[src/rtl/mul_pkg.sv]
`default_nettype none
// ============================================================================
// Module   : mul_pkg
// Purpose  : Shared types/constants for the shared radix-4 Booth multiplier.
// Revision : 1.0 - initial release
// ============================================================================
package mul_pkg;

  localparam int NREQ_DEFAULT = 4;
  localparam int W_DEFAULT    = 16;

  typedef enum logic [1:0] {
    ST_IDLE = 2'd0,
    ST_BUSY = 2'd1,
    ST_DONE = 2'd2
  } arb_state_t;

  typedef enum logic [2:0] {
    BOOTH_ZERO = 3'd0,
    BOOTH_POS1 = 3'd1,
    BOOTH_POS2 = 3'd2,
    BOOTH_NEG1 = 3'd3,
    BOOTH_NEG2 = 3'd4
  } booth_op_t;

  // Triplet is {y[2k+1], y[2k], y[2k-1]}
  function automatic booth_op_t booth_decode(input logic [2:0] trip);
    booth_op_t op;
    case (trip)
      3'b001, 3'b010: op = BOOTH_POS1;
      3'b011:         op = BOOTH_POS2;
      3'b100:         op = BOOTH_NEG2;
      3'b101, 3'b110: op = BOOTH_NEG1;
      default:        op = BOOTH_ZERO;
    endcase
    return op;
  endfunction

endpackage
`default_nettype wire

[src/rtl/booth_r4_core.sv]
`default_nettype none
// ============================================================================
// Module   : booth_r4_core
// Purpose  : Iterative radix-4 Booth multiplier, one digit per clock.
// Revision : 1.0 - initial release
// ============================================================================
module booth_r4_core
  import mul_pkg::*;
#(
  parameter int W = W_DEFAULT
) (
  input  logic           clk,
  input  logic           reset,
  input  logic           start,
  input  logic [W-1:0]   x,
  input  logic [W-1:0]   y,
  output logic           done,
  output logic [2*W-1:0] prod
);

  localparam int STEPS = W / 2;
  localparam int CW    = (STEPS > 1) ? $clog2(STEPS) : 1;

  logic            r_run;
  logic [CW-1:0]   r_cnt;
  logic [2*W-1:0]  r_mcand;
  logic [W:0]      r_mplr;
  logic [2*W-1:0]  r_acc;

  booth_op_t       w_op;
  logic [2*W-1:0]  w_term;
  logic [2*W-1:0]  w_acc_next;

  always_comb begin
    w_op = booth_decode(r_mplr[2:0]);
    case (w_op)
      BOOTH_POS1: w_term = r_mcand;
      BOOTH_POS2: w_term = r_mcand << 1;
      BOOTH_NEG1: w_term = -r_mcand;
      BOOTH_NEG2: w_term = -(r_mcand << 1);
      default:    w_term = '0;
    endcase
    w_acc_next = r_acc + w_term;
  end

  // prod is the post-step sum, valid in the cycle done is high
  assign done = r_run && (r_cnt == CW'(STEPS - 1));
  assign prod = w_acc_next;

  always_ff @(posedge clk) begin
    if (reset) begin
      r_run   <= 1'b0;
      r_cnt   <= '0;
      r_mcand <= '0;
      r_mplr  <= '0;
      r_acc   <= '0;
    end else if (start) begin
      r_run   <= 1'b1;
      r_cnt   <= '0;
      r_acc   <= '0;
      r_mcand <= {{W{x[W-1]}}, x};
      r_mplr  <= {y, 1'b0};
    end else if (r_run) begin
      r_acc   <= w_acc_next;
      r_mcand <= r_mcand << 2;
      r_mplr  <= {{2{r_mplr[W]}}, r_mplr[W:2]};
      r_cnt   <= r_cnt + 1'b1;
      if (done) begin
        r_run <= 1'b0;
      end
    end
  end

endmodule
`default_nettype wire

[src/rtl/mul_share_arbiter.sv]
`default_nettype none
// ============================================================================
// Module   : mul_share_arbiter
// Purpose  : Round-robin arbitration of NREQ requesters onto one Booth core.
// Revision : 1.0 - initial release
// ============================================================================
module mul_share_arbiter
  import mul_pkg::*;
#(
  parameter int NREQ = NREQ_DEFAULT,
  parameter int W    = W_DEFAULT
) (
  input  logic                    clk,
  input  logic                    reset,
  input  logic [NREQ-1:0]         req_valid,
  output logic [NREQ-1:0]         req_ready,
  input  logic [NREQ*W-1:0]       req_x,
  input  logic [NREQ*W-1:0]       req_y,
  output logic                    rsp_valid,
  input  logic                    rsp_ready,
  output logic [$clog2(NREQ)-1:0] rsp_id,
  output logic [2*W-1:0]          rsp_prod,
  output logic                    busy
);

  localparam int IDW = $clog2(NREQ);

  arb_state_t      r_state;
  arb_state_t      w_state_nxt;
  logic [IDW-1:0]  r_rr_ptr;
  logic [IDW-1:0]  r_owner;
  logic            r_rsp_valid;
  logic [IDW-1:0]  r_rsp_id;
  logic [2*W-1:0]  r_rsp_prod;

  logic            w_found;
  logic [IDW-1:0]  w_gnt;
  logic [IDW:0]    w_idx;
  logic [IDW-1:0]  w_gnt_inc;
  logic            w_accept;
  logic [W-1:0]    w_x;
  logic [W-1:0]    w_y;
  logic            w_core_done;
  logic [2*W-1:0]  w_core_prod;

  // First valid requester at or above rr_ptr, wrapping modulo NREQ
  always_comb begin
    w_found = 1'b0;
    w_gnt   = '0;
    w_idx   = '0;
    for (int i = 0; i < NREQ; i++) begin
      w_idx = {1'b0, r_rr_ptr} + (IDW+1)'(i);
      if (w_idx >= (IDW+1)'(NREQ)) begin
        w_idx = w_idx - (IDW+1)'(NREQ);
      end
      if (!w_found && req_valid[w_idx[IDW-1:0]]) begin
        w_found = 1'b1;
        w_gnt   = w_idx[IDW-1:0];
      end
    end
  end

  assign w_accept  = (r_state == ST_IDLE) && w_found;
  assign w_gnt_inc = ({1'b0, w_gnt} + 1'b1 == (IDW+1)'(NREQ)) ? '0 : w_gnt + 1'b1;
  assign w_x       = req_x[w_gnt*W +: W];
  assign w_y       = req_y[w_gnt*W +: W];

  always_comb begin
    req_ready = '0;
    if (w_accept) begin
      req_ready[w_gnt] = 1'b1;
    end
  end

  always_comb begin
    w_state_nxt = r_state;
    case (r_state)
      ST_IDLE: if (w_accept)                   w_state_nxt = ST_BUSY;
      ST_BUSY: if (w_core_done)                w_state_nxt = ST_DONE;
      ST_DONE: if (r_rsp_valid && rsp_ready)   w_state_nxt = ST_IDLE;
      default:                                 w_state_nxt = ST_IDLE;
    endcase
  end

  always_ff @(posedge clk) begin
    if (reset) begin
      r_state     <= ST_IDLE;
      r_rr_ptr    <= '0;
      r_owner     <= '0;
      r_rsp_valid <= 1'b0;
      r_rsp_id    <= '0;
      r_rsp_prod  <= '0;
    end else begin
      r_state <= w_state_nxt;
      if (w_accept) begin
        r_rr_ptr <= w_gnt_inc;
        r_owner  <= w_gnt;
      end
      if (r_state == ST_BUSY && w_core_done) begin
        r_rsp_valid <= 1'b1;
        r_rsp_id    <= r_owner;
        r_rsp_prod  <= w_core_prod;
      end else if (r_state == ST_DONE && rsp_ready) begin
        r_rsp_valid <= 1'b0;
      end
    end
  end

  booth_r4_core #(.W(W)) u_core (
    .clk   (clk),
    .reset (reset),
    .start (w_accept),
    .x     (w_x),
    .y     (w_y),
    .done  (w_core_done),
    .prod  (w_core_prod)
  );

  assign rsp_valid = r_rsp_valid;
  assign rsp_id    = r_rsp_id;
  assign rsp_prod  = r_rsp_prod;
  assign busy      = (r_state != ST_IDLE);

endmodule
`default_nettype wire

[config.mk]
export PLATFORM = sky130hd
export DESIGN_NAME = mul_share_arbiter
export DESIGN_NICKNAME = d
export VERILOG_FILES = /design/src/rtl/mul_pkg.sv /design/src/rtl/booth_r4_core.sv /design/src/rtl/mul_share_arbiter.sv
export SDC_FILE = /design/constraint.sdc
export NUM_CORES = 1
export LEC_CHECK = 0
export ABC_AREA = 1
export ABC_CLOCK_PERIOD_IN_PS = 2800
export BUFFER_PORTS_ARGS = -buffer_cell sky130_fd_sc_hd__buf_2
export CAP_MARGIN = 10
export CELL_PAD_IN_SITES_DETAIL_PLACEMENT = 1
export CELL_PAD_IN_SITES_GLOBAL_PLACEMENT = 2
export CORE_MARGIN = 3
export CORE_UTILIZATION = 27
export CTS_BUF_LIST = sky130_fd_sc_hd__clkbuf_16
export DETAILED_ROUTE_END_ITERATION = 10
export PLACE_DENSITY = 0.84
export REMOVE_ABC_BUFFERS = 1
export SYNTH_ARGS = -nofsm -noshare
export SYNTH_HDL_FRONTEND = slang
export SYNTH_SLANG_ARGS = --single-unit
[constraint.sdc]
create_clock -name clk -period 2.8 [get_ports clk]
set_input_delay 0 -clock clk [delete_from_list [all_inputs] [get_ports clk]]
set_output_delay 0 -clock clk [all_outputs]
set_load 0.02 [all_outputs]
==> results <==
- The run finished, with violations left.
- The checks that failed: hold timing, setup timing.
- The post-synthesis instance area is slightly below 10,000 sq um.
- The clock-pin slew of the registers on the worst-case setup and hold paths is 0.06 ns.
- The post-route netlist has 40.5% of its cells at a drive strength greater than 1.
- The area taken by flip-flops and latches is approximately 2600 sq um.
- The largest fanout on the critical path is 4.
- The stage delay of the slowest cell on the critical path is 0.40 ns.
- Dividing the detail-routed via count by the number of cells gives 5.14.
- Based on the critical path, the design can be clocked at up to 276 MHz.
- Setup violations remaining at the end of the flow were counted as 51.
- Leaving out fill and tap cells, the most frequent cells in the layout are sky130_fd_sc_hd__nand2_1 (336), sky130_fd_sc_hd__buf_4 (240), sky130_fd_sc_hd__inv_1 (180), sky130_fd_sc_hd__buf_2 (174), sky130_fd_sc_hd__nor2_1 (130).
- The final routed DRC violation total is 0.
- The worst IR drop on VDD is 0.572 mV.
- Of the synthesized area, sequential elements account for between 20% and 30%.
- The critical path contains buffers and inverters numbering 5 combined.
- The type of element launching the critical path is a register.
- The maximum buffer depth of the clock tree is 2.
- The worst clock skew is 0.0155 ns.
- Dividing total power by cell area gives a power density of 1010 nW/um^2.
- The worst-skew pair later-pin latency is 0.45 ns.
- Traced cell by cell, the critical path runs through nor2_4 > nand2_4 > nor4_4 > buf_4 > buf_6 > xor2_2 > nand2_1 > o21ai_1 > a21oi_1 > o21ai_1 > ha_1 > buf_6 > nand2_8 > o21ai_4 > inv_2 > o21ai_1 > nand2_2 > nand4_1 > nand3_2 > o211ai_1 > inv_1.
- In this run the number of H-tree levels came out at 4.
- The most frequent standard cell in the layout excluding fill and tap cells is sky130_fd_sc_hd__nand2_1.
- Setup repair after global routing could not meet its margin everywhere.
- The total power consumption of the routed design is 16.6 mW.
- The final-layout worst hold slack is -0.0203 ns.
- The HPWL after detailed placement is 29,200 um.
- The TritonCTS buffer count is 17.
- The root buffer selected by CTS is sky130_fd_sc_hd__clkbuf_16.
- The placed instances occupy a cell area of between 10,000 and 15,000 sq um.
- The via count of the first global-routing pass is 13,400.
- The pin slew with the least headroom to its limit is 0.663 ns.
- The final setup slack of the worst path is -0.829 ns.
- 0 antenna diodes ended up in the layout.
- After global routing the overflow that remains totals 0.
- The shortest clock period the worst path allows after layout is about 3.6 ns.
- sky130_fd_sc_hd__dfxtp_1 takes more of the synthesized area than any other cell.
- The count of nets left with antenna violations once routing finished came out at 0.
- The area growth from synthesis to final layout is 68.3%.
- The clock tree from TritonCTS is built.
- The final number of max-transition violations is 0.
- Each instance of the synthesized netlist takes up on average 6.20 sq um.
- The static leakage is just under 8 nW.
- The non-filler instance count after layout is 2,500.
- The number of unique standard cell types used by synthesis is 50.
- The most numerous cell type found on the critical path is sky130_fd_sc_hd__o21ai_1.
- The number of buffer cells added on primary ports is between 150 and 200.
- Data on the critical path is required at its endpoint by 3.13 ns.
- The data arrival at the endpoint of the critical path is 3.96 ns.
- The headroom to the max-slew limit is 55.8%.
- The cell row count is 68.
- Global routing used about 22% of the available tracks across all layers.
- The final hold violation count is 2.
- The pre-antenna-repair detailed-routing pass consisted of 7 iterations.
- By area the synthesized netlist is led by sky130_fd_sc_hd__dfxtp_1 (26%), sky130_fd_sc_hd__nand2_1 (15%), sky130_fd_sc_hd__inv_1 (7.7%).
- Measured along the y axis, the die boundary spans 196 um.
- The initial antenna violation count is 0.
- The path type of the worst min-delay path is input port to register.
- Entering global routing, the biggest net connects 73 pins.
- The floorplan die area is 38,400 sq um.
- The routed wire length per instance is 20.2 um.
- The total number of clock tree sinks is 126.
- The first global-routing pass estimated 70,400 um of wire.
- The category of cells accounting for the largest share of critical-path delay is simple AND/OR/NAND/NOR gates.
- STA classifies the critical path endpoint as a register.
- Max-cap violations in this run came to 0.
- From left edge to right edge, the die measures slightly below 200 um.
- The critical setup path kind is register to register.
- The slowest stage of the critical path belongs to the cell sky130_fd_sc_hd__ha_1.
- Including well taps, the total number of placed cells is 2,341.
- In the finished design, the share of the clock period the worst path needs comes to 130%.
- The area of all placed cells without fillers is 16,400 sq um.
- The multi-input logic area is 7880 sq um.
- The net total in the final layout is 2,206.
- After filler insertion, the fill cell instance count of the layout stands at approximately 4,400.
- The routed layout has 12,800 vias.
- The count of state elements after synthesis is around 130.
- Yosys printed 0 warnings.
- The starting density of the core is 27.8%.
- The number of violations reported at the end of detailed-routing iteration 0 is 588.
- The area inside the core boundary is 35,100 sq um.
- Synthesis produced a netlist whose cell count is 1,571.
- Summed over its instances, the top area cell type makes up 25.9% of the synthesized netlist area.
- The I/O pin total is 175.
- The final RePlAce weighted congestion is between 0.8 and 0.9.
- The wire length after detailed routing is 50,400 um.
==> worst paths after layout <==
check	start	end	slack, ns	cells past startpoint
worst max-delay path	u_core.r_mcand[3]	u_core.r_acc[24]	-0.83	21
worst min-delay path	req_x[45]	u_core.r_mcand[13]	-0.02	5
worst max register to register	u_core.r_mcand[3]	u_core.r_acc[24]	-0.83	21
worst min register to register	u_core.r_mplr[16]	u_core.r_mplr[16]	0.46	2
==> where the power goes <==
part	switching, mW	internal [mW]
clock	0.944	1.76
combinational	6.67	4.72
sequential	0.335	2.16
total	7.95	8.63
==> area by class of cell <==
class	count	area share, %
clock inverter	15	1.63
multi-input combinational	1156	48.1
sequential	126	15.6
timing repair buffer	522	23.7
tap	455	3.47
inverter	209	4.89
clock buffer	17	2.60
==> synth_stat cells, drive strengths merged <==
library cell  number
o21ai            119
nor4               7
nor2             178
o21bai             7
a221oi             3
o21a               1
clkbuf            46
o211ai            35
a21oi            120
o22ai             15
a21boi             2
xor2              31
nor3              10
mux2i              3
fa                 1
a21o              11
o2111ai           10
o221ai             3
nand2            399
a31oi              3
clkinv             3
ha                38
a221o              3
nand3b            11
or2                7
buf               34
nand3            116
nand4              6
inv              206
xnor2             17
dfxtp            126
==> worst register-to-register path: cells and delay by family, from the launching register on <==
kind | cells | cell delay, ns
flops | 1 | 0.36
xor+xnor | 1 | 0.06
buf+inv | 5 | 0.59
compound gates | 6 | 0.97
fa+ha+maj | 1 | 0.40
simple gates | 8 | 1.15
==> layer usage <==
layer	GRT usage [%]	routed length, um
met3	3.23	2230
met5	0	0
met1	27.2	20400
met4	8.27	2040
met2	40.2	25700
==> flip-flops by register name (all words and copies together) (netlist names), named ones only <==
register        cells
u_core.r_cnt        3
r_state             2
rsp_valid           1
u_core.r_run        1
u_core.r_acc       32
r_rr_ptr            1
u_core.r_mplr      17
u_core.r_mcand     32
r_owner             2
rsp_id              2
rsp_prod           32
==> kinds of logic (layout without fill, tap and decap cells) <==
logic type	Yosys count	in the layout	synth area share, %
XOR/XNOR	48	48	4.39
AND/OR/NAND/NOR	734	734	32.1
buffers and inverters	289	763	12.4
flip-flops	126	126	25.9
multiplexers	3	3	0.308
AO/OA/AOI/OAI	332	332	19.8
adder cells (fa/ha/maj)	39	39	5.09
==> through the flow <==
stage               worst slack, ns  setup TNS, ns  hold slack, ns  utilization (%)
floorplan                     -2.17        -135.35          0.0624                -
finish                       -0.829         -31.29         -0.0203             46.8
global route                 -0.912         -37.15          0.0418             46.8
detailed placement           -0.796         -29.92           0.313             35.6
global placement             -0.636         -22.19           0.303             35.6
CTS                          -0.452         -14.23        0.000815             42.8
==> timing repair <==
action / in CTS / in global routing
buffers inserted: 27 / 38
hold buffers: 65 / 0
pin swaps: 100 / 128
resized for setup: 250 / 240
setup endpoints to repair: 59 / 60
endpoints found under the hold margin: 25 / 0
cloned: 0 / 1
Note: power is estimated with default switching activity, not from simulation.
